<file path="config.mk">
export PLATFORM = sky130hd
export DESIGN_NAME = pwm_seq
export DESIGN_NICKNAME = d
export VERILOG_FILES = /design/src/rtl/pwm_seq_pkg.sv /design/src/rtl/pwm_dither.sv /design/src/rtl/pwm_seq.sv
export SDC_FILE = /design/constraint.sdc
export NUM_CORES = 1
export LEC_CHECK = 0
export CORE_AREA = 10 10 121 123
export CTS_CLUSTER_SIZE = 30
export DETAILED_ROUTE_END_ITERATION = 12
export DIE_AREA = 0 0 131 133
export MAX_ROUTING_LAYER = met4
export PLACE_DENSITY = 0.95
export SYNTH_ARGS = -nofsm -noshare
export SYNTH_HDL_FRONTEND = slang
export SYNTH_SLANG_ARGS = --single-unit
</file>
<file path="constraint.sdc">
create_clock -name clk -period 9.5 [get_ports clk]
set_clock_uncertainty 0.05 [all_clocks]
set_input_delay 1.9 -clock clk [delete_from_list [all_inputs] [get_ports clk]]
set_output_delay 1.9 -clock clk [all_outputs]
set_load 0.05 [all_outputs]
</file>
<file path="src/rtl/pwm_seq_pkg.sv">
// Shared constants and types for the PWM period sequencer and its dither stage.
// Duty word layout: {int[WIDTH-1:0], half, frac[FRAC-1:0]}.
package pwm_seq_pkg;
  localparam int SEQ_WIDTH  = 17;
  localparam int SEQ_FRAC   = 8;
  localparam int DUTY_W     = SEQ_WIDTH + 1 + SEQ_FRAC;
  localparam int FRAC_MSB   = SEQ_FRAC - 1;
  localparam int HALF_BIT   = SEQ_FRAC;
  localparam int INT_LSB    = SEQ_FRAC + 1;
  localparam int INT_MSB    = DUTY_W - 1;
  localparam int PERIOD_MIN = 2;

  typedef logic [DUTY_W-1:0] duty_word_t;

  typedef enum logic {ST_IDLE, ST_RUN} seq_state_e;

  typedef enum logic [1:0] {CMP_LOW, CMP_HIGH, CMP_PWM} cmp_mode_e;
endpackage

</file>
<file path="src/rtl/pwm_dither.sv">
// First-order fractional dither plus compare mapping for pwmOC.
// Compares load only on advance (a timebase wrap); clear forces idle compares.
module pwm_dither
  import pwm_seq_pkg::*;
#(
  parameter int WIDTH = SEQ_WIDTH,
  parameter int FRAC  = SEQ_FRAC
) (
  input  logic                  clk,
  input  logic                  rst,
  input  logic                  clear,
  input  logic                  advance,
  input  logic [WIDTH+FRAC:0]   duty,
  input  logic [WIDTH-1:0]      period,
  output logic [WIDTH-1:0]      cmpH,
  output logic [WIDTH:0]        cmpL
);
  logic [FRAC-1:0]  acc;
  logic [FRAC-1:0]  acc_sum;
  logic             carry;
  logic [WIDTH+1:0] d_raw;
  logic [WIDTH+1:0] two_p;
  cmp_mode_e        mode;

  always_comb begin
    {carry, acc_sum} = {1'b0, acc} + {1'b0, duty[FRAC-1:0]};
    d_raw = {1'b0, duty[WIDTH+FRAC:FRAC]} + {{(WIDTH+1){1'b0}}, carry};
    two_p = {1'b0, period, 1'b0};
    mode  = CMP_PWM;
    // Saturate at 2P: anything at or beyond a full period is a constant high.
    if (d_raw >= two_p) begin
      mode = CMP_HIGH;
    end else if (d_raw == '0) begin
      mode = CMP_LOW;
    end
  end

  always_ff @(posedge clk) begin
    if (!rst || clear) begin
      acc  <= '0;
      cmpH <= WIDTH'(1);
      cmpL <= '0;
    end else if (advance) begin
      acc <= acc_sum;
      case (mode)
        CMP_LOW: begin
          cmpH <= period;
          cmpL <= '0;
        end
        CMP_HIGH: begin
          cmpH <= '0;
          cmpL <= {period, 1'b0};
        end
        default: begin
          cmpH <= '0;
          cmpL <= d_raw[WIDTH:0];
        end
      endcase
    end
  end
endmodule

</file>
<file path="src/rtl/pwm_seq.sv">
// PWM timebase owner: period register, double-buffered duty words and the
// wrap-aligned hand-off of dithered compare values to pwmOC.
module pwm_seq
  import pwm_seq_pkg::*;
#(
  parameter int          WIDTH      = SEQ_WIDTH,
  parameter int          FRAC       = SEQ_FRAC,
  parameter int unsigned PERIOD_RST = 2**SEQ_WIDTH - 1
) (
  input  logic                clk,
  input  logic                rst,
  input  logic                en,
  input  logic                period_we,
  input  logic [WIDTH-1:0]    period_in,
  input  logic                duty_valid,
  output logic                duty_ready,
  input  logic [WIDTH+FRAC:0] duty_in,
  output logic [WIDTH-1:0]    tb,
  output logic [WIDTH-1:0]    cmpH,
  output logic [WIDTH:0]      cmpL,
  output logic                period_strobe
);
  localparam logic [WIDTH-1:0] P_MIN = WIDTH'(PERIOD_MIN);
  localparam logic [WIDTH-1:0] P_RST = WIDTH'(PERIOD_RST);

  seq_state_e          state, state_next;
  logic [WIDTH-1:0]    period;
  logic [WIDTH-1:0]    tb_next;
  logic                last_count;
  logic                wrap;
  logic [WIDTH+FRAC:0] shadow, active, dither_word;
  logic                shadow_full;
  logic                ready_en;
  logic                xfer;

  assign last_count    = (state == ST_RUN) && (tb == period - WIDTH'(1));
  assign period_strobe = last_count && en;

  // Handshake: a word moves on any edge with duty_valid && duty_ready; ready
  // means the shadow is empty, so a transfer never overwrites a pending word.
  assign duty_ready  = ready_en && !shadow_full;
  assign xfer        = duty_valid && duty_ready;
  assign dither_word = shadow_full ? shadow : active;

  always_ff @(posedge clk) begin
    if (!rst) begin
      state <= ST_IDLE;
    end else begin
      state <= state_next;
    end
  end

  // The first enabled edge from idle counts as a wrap so period 0 is loaded.
  always_comb begin
    state_next = state;
    tb_next    = tb;
    wrap       = 1'b0;
    case (state)
      ST_IDLE: begin
        tb_next = '0;
        if (en) begin
          state_next = ST_RUN;
          wrap       = 1'b1;
        end
      end
      default: begin
        if (!en) begin
          state_next = ST_IDLE;
          tb_next    = '0;
        end else if (last_count) begin
          wrap    = 1'b1;
          tb_next = '0;
        end else begin
          tb_next = tb + WIDTH'(1);
        end
      end
    endcase
  end

  always_ff @(posedge clk) begin
    if (!rst) begin
      tb          <= '0;
      period      <= P_RST;
      active      <= '0;
      shadow      <= '0;
      shadow_full <= 1'b0;
      ready_en    <= 1'b0;
    end else begin
      tb       <= tb_next;
      ready_en <= 1'b1;
      if (period_we && !en) begin
        period <= (period_in < P_MIN) ? P_MIN : period_in;
      end
      if (wrap && shadow_full) begin
        active <= shadow;
      end
      if (xfer) begin
        shadow      <= duty_in;
        shadow_full <= 1'b1;
      end else if (wrap) begin
        shadow_full <= 1'b0;
      end
    end
  end

  pwm_dither #(
    .WIDTH (WIDTH),
    .FRAC  (FRAC)
  ) u_dither (
    .clk     (clk),
    .rst     (rst),
    .clear   (!en),
    .advance (wrap),
    .duty    (dither_word),
    .period  (period),
    .cmpH    (cmpH),
    .cmpL    (cmpL)
  );
endmodule

</file>
# Word level (Yosys, flattened, before mapping)
# Cells that the tools add are included.
word_totals:
  mem_bits_ro: 0
  latchBits: 0
  n_memories: 0
  register_bits: 132
  inputBits: 48
  out_inout_bits: 54
  ram_bits: 0
  word_cells: 48
classes:
  n_addsub: 4
  mul: 0
  n_bitwise: 3
  eq_ne: 2
  n_lt_le_gt_ge: 2
  n_div: 0
  mux: 13
  n_shift: 0
  n_reduce_logical: 14
ops:
  columns: ["op", "count"]
  rows:
  - ["18-bit one-hot mux with 2 select lines", 1]
  - ["17-bit two-way mux", 2]
  - ["26-bit two-way mux", 1]
  - ["18-bit by 1-bit adder with 19-bit output", 1]
  - ["19-bit by 18-bit >= comparator with 1-bit output", 1]
  - ["19-bit logical NOT", 1]
  - ["17-bit by 1-bit adder with 17-bit output (second input constant)", 1]
  - ["17-bit == test", 1]
  - ["17-bit by 2-bit < comparator with 1-bit output (second input constant)", 1]
  - ["17-bit by 1-bit subtractor with 17-bit output (second input constant)", 1]
  - ["8-bit by 8-bit adder with 9-bit output", 1]
  - ["1-bit two-way mux", 7]
  - ["1-bit logical AND", 6]
  - ["2-bit two-way mux", 2]
  - ["4-bit OR reduction", 1]
  - ["1-bit logical NOT", 3]
  - ["1-bit NOT", 3]
  - ["2-bit by 1-bit == test with 1-bit output (second input constant)", 1]
  - ["2-bit logical NOT", 1]
  - ["2-bit nonzero test", 1]
  - ["1-bit logical OR", 1]

# Logic depth before layout (Yosys ltp)
logic_depth:
  word_depth: 8
  depth_mapped: 34

# Cells and area by module
# From an unflattened synthesis, not the netlist that was laid out.
unflattened:
  hier_cells: 917
  area_unflattened_um2: 7586.0
modules_own_cells:
  columns: ["mod", "seq_area_each_um2", "cells_each", "area_each_um2", "instances"]
  rows:
  - ["pwm_seq", 1781.7, 525, 4425.5, 1]
  - ["pwm_dither", 860.8, 392, 3160.5, 1]

# Worst setup path after synthesis
# OpenSTA, ideal clock, no wires.
synth_path:
  path_kind: "flip-flop to flip-flop"
  startpoint: "register shadow_full"
  endpoint: "register u_dither.cmpH[10]"
  synth_period_minus_slack_ps: 6436
  path_slack_ps: 3064
  n_path_buf: 7
  setup_time_ps: 60
  t_required_ps: 9390
  arrival_time_ps: 6326
  path_stages_with_launch: 34
  cell_sequence: "dfxtp_1 -> buf_4 -> buf_2 -> buf_2 -> buf_1 -> mux2_2 -> ha_1 -> fa_1 -> a21oi_1 -> o21bai_1 -> a21oi_1 -> nor2_1 -> nor2_1 -> nor2b_1 -> o21ai_0 -> nand2b_1 -> ha_1 -> ha_1 -> nand4_1 -> a21oi_2 -> nand4b_1 -> xor2_1 -> ha_1 -> a21o_1 -> a21o_1 -> a21o_1 -> a2111oi_0 -> o21ai_0 -> buf_1 -> nor2_1 -> and4bb_1 -> buf_4 -> buf_6 -> a22o_1"
synth_via:
  elab_chain_len: 8
  elab_cells_between_ends: 9
  classes_between: "add/sub: 2; order compare: 1; mux: 4; reduce/logical: 2"
synth_rtl:
  columns: ["item", "line_no", "rtl"]
  rows:
  - ["from (decl)", "pwm_seq.sv:32", "logic shadow_full;"]
  - ["from (signal assigned)", "pwm_seq.sv:86", "shadow_full <= 1'b0;"]
  - ["from (signal assigned)", "pwm_seq.sv:99", "shadow_full <= 1'b1;"]
  - ["from (signal assigned)", "pwm_seq.sv:101", "shadow_full <= 1'b0;"]
  - ["26-bit two-way mux *", "pwm_seq.sv:43", "assign dither_word = shadow_full ? shadow : active;"]
  - ["8-bit by 8-bit adder with 9-bit output", "pwm_dither.sv:26", "{carry, acc_sum} = {1'b0, acc} + {1'b0, duty[FRAC-1:0]};"]
  - ["18-bit by 1-bit adder with 19-bit output *", "pwm_dither.sv:27", "d_raw = {1'b0, duty[WIDTH+FRAC:FRAC]} + {{(WIDTH+1){1'b0}}, carry};"]
  - ["parallel branches: the longest is 2 deep, another holds 19-bit by 18-bit >= comparator with 1-bit output", null, null]
  - ["2-bit two-way mux *", "pwm_dither.sv:31", "if (d_raw >= two_p) begin"]
  - ["2-bit logical NOT *", "pwm_dither.sv:45", "case (mode)"]
  - ["17-bit two-way mux *", "pwm_dither.sv:45", null]
  - ["to (signal assigned)", "pwm_dither.sv:47", "cmpH <= period;"]
  - ["to (decl)", "pwm_dither.sv:15", "output logic [WIDTH-1:0] cmpH,"]
# Every way passes the cells marked *.
# A chain may end at the register's enable or synchronous reset.

# Worst setup path after layout
layout_path:
  startpoint: "register shadow_full"
  endpoint: "register u_dither.cmpH[16]"
# The elaborated chain is that of the path after synthesis.

==> metrics.yaml <==
floorplanning:
  io_pins: 102
  initial_core_util: 0.586
  die_w_um: 131
  die_h_um: 133
  dieArea_um2: 17400
  core_area_um2: 12400
  rows: 41
place:
  placed_cell_area_um2: 8270
  dp_hpwl_um: 14100
  gp_congestion: 0.932
  placedCellCount: 1062
  port_buffers: 101
synthesis:
  ys_seq_area_frac: 0.365
  synth_cells: 835
  synth_nets: 914
  syn_area_per_cell_um2: 8.68
  synthFlopType: "dfxtp_1"
  synth-edff-count: 0
  netlist_top_cells_area: "dfxtp_1 (36%), nand2_1 (8.3%), mux2i_1 (7.5%), ha_1 (5.2%), xor2_1 (4.2%)"
  synth_top_cell_area_share: 0.365
  synth_warnings: 0
  synth_cell_types: 61
  postSynth.asyncResetShare: 0
  synth_top_cell_by_area: "dfxtp_1"
  ys_ff_latch: 132
  synthesis.area_um2: 7250
power:
  irDropWorstVdd_v: 0.000165
  power_leakage_nw: 3.38
  p_per_area_nw_per_um2: 159
  p_total_mw: 1.41
clocking:
  clockRootBuffer: "clkbuf_16"
  clk_pin_slew_ns: 0.06
  cts_sinks: 132
  cts_buffers: 17
  cts-resized-gates: 0
  cts_buffer_depth: 2
  clock_latency_ns: 0.43
  cts_tree: "done"
  cts_setup_buffers: 0
  postCtsHoldBufs: 0
  htreeDepth: 4
finish:
  fillers: 896
  antenna_cells: 0
  mostFrequentLayoutCell: "nand2_1"
  instances_no_fill: 1094
  multi_input_area_um2: 4220
  stdcell_area_um2: 8860
  syn2layout_area_growth_pct: 22.3
  drive_gt1_frac: 0.0716
  final_cell_mix: "nand2_1 (160), dfxtp_1 (131), clkdlybuf4s50_1 (100)"
  fin_nets: 988
  ff_latch_area_um2: 2640
worst_hold_path:
  min_from: "active[6]"
  hold_path_class: "reg2reg"
setup_path:
  worst_ep_arrival_time_ns: 7.43
  critical_path_class: "reg2reg"
  crit_path_start_kind: "flip-flop"
  cp_max_fo: 49
  required_ns: 9.82
  worstSetupEndpointType: "flip-flop"
  crit_start: "shadow_full"
  rr_startpoint: "shadow_full"
status:
  status: "complete, no violations"
detailed_routing:
  dr.first_iter.drc_count: 462
  firstDrtPassIters: 7
  drc: 0
  ant_nets: 0
  wire_per_inst_um: 17.8
  dr_total_vias: 6428
  vias_per_cell: 5.88
  drt-total-wl_um: 19500
timing:
  hold_ws_ns: 0.404
  relSlewSlack: 0.206
  slew_viol_final: 0
  fin_crit_sh: 0.749
  worstMarginPinSlew_ns: 1.19
  fin_tns_setup_ns: 0
  rsz0062_at_grt: "false"
  fmax_mhz: 141
  setup_viol: 0
  hold_viol_final: 0
  fin_crit_ns: 7.11
grt:
  grt_max_degree: 102
  grt_util_all_layers: 0.234
  antenna_found_initial: 0
  grt_overflow: 0
  grt_pass1_wl_um: 32000
  grt_pass1_vias: 6452
flow_run:
  drv_cap: 0
## cell usage after synthesis (all sizes together) (8+ instances only)
cell type,count
a211oi,9
a21boi,26
a21oi,15
a22o,16
buf,19
clkbuf,32
dfxtp,132
ha,30
inv,38
mux2,12
mux2i,54
nand2,160
nand3,23
nand3b,8
nand4,34
nor2,37
nor4,11
o211ai,20
o21ai,15
o221ai,8
xnor2,26
xor2,35
## where the power goes
part | leakage (nW) | total [mW] | internal (mW) | switching (mW)
Sequential | 1.07 | 0.603 | 0.573 | 0.0295
Clock | 0.289 | 0.657 | 0.407 | 0.250
Combinational | 2.01 | 0.153 | 0.0645 | 0.0883
Total | 3.38 | 1.41 | 1.04 | 0.368
## routing by layer
layer	vias up	track usage	routed length (µm)	share of wire
met3	56	0.0515	1220	0.063
met1	3032	0.276	8320	0.43
li1	3116	-	-	-
met2	224	0.370	9170	0.47
met4	0	0.111	751	0.039
met5	-	-	0	0
## worst max-delay path, stage by stage (launching register included)
cell,delay (ns)
dfxtp_2,1.04
mux2_2,0.42
ha_1,0.21
fa_1,0.40
a21oi_1,0.21
o21bai_1,0.12
a21oi_1,0.18
nor2_1,0.06
nor2_1,0.18
nor2b_1,0.08
o21ai_0,0.26
nand2b_1,0.14
ha_1,0.22
ha_1,0.24
nand4_1,0.15
a21oi_2,0.16
nand4b_1,0.15
xor2_1,0.26
ha_1,0.31
a21o_1,0.19
a21o_1,0.17
a21o_1,0.18
a2111oi_0,0.45
o21ai_1,0.13
nor2_1,0.17
and4bb_1,0.67
a22o_1,0.23
## stage by stage
step | worst slack, ns | util
floorplan | 3.06 | -
global placement | 3.10 | 0.669
detailed placement | 2.59 | 0.669
CTS | 2.55 | 0.717
global route | 1.89 | 0.717
finish | 2.39 | 0.717
## final timing paths
check | slack (ns) | cells past startpoint | endpoint
setup / recovery | 2.39 | 26 | u_dither.cmpH[16]
setup reg to reg | 2.39 | 26 | u_dither.cmpH[16]
hold reg to reg | 0.40 | 2 | active[6]
hold / removal | 0.40 | 2 | active[6]
## kinds of logic (layout without fill, tap and decap cells)
group | Yosys count | count (layout) | share of synthesized area
compound gates | 138 | 138 | 0.147
simple gates | 318 | 318 | 0.214
buf+inv | 89 | 176 | 0.0532
xor+xnor | 61 | 61 | 0.0737
mux | 66 | 66 | 0.0932
flops | 132 | 132 | 0.365
fa+ha+maj | 31 | 31 | 0.0545
## flip-flops by register name, summed over array words and instances, names as in the netlist
| signal | cells |
|---|---|
| active | 26 |
| period | 17 |
| ready_en | 1 |
| shadow | 26 |
| shadow_full | 1 |
| state | 1 |
| tb | 17 |
| u_dither.acc | 8 |
| u_dither.cmpH | 17 |
| u_dither.cmpL | 18 |
## layout make-up
type                            count  area share
Timing Repair Buffer              106       0.118
Clock inverter                     11      0.0141
Sequential cell                   132       0.298
Multi-Input combinational cell    614       0.476
Inverter                           38      0.0161
Clock buffer                       21      0.0531
Tap cell                          172      0.0243
(Power assumes the default switching activity.)
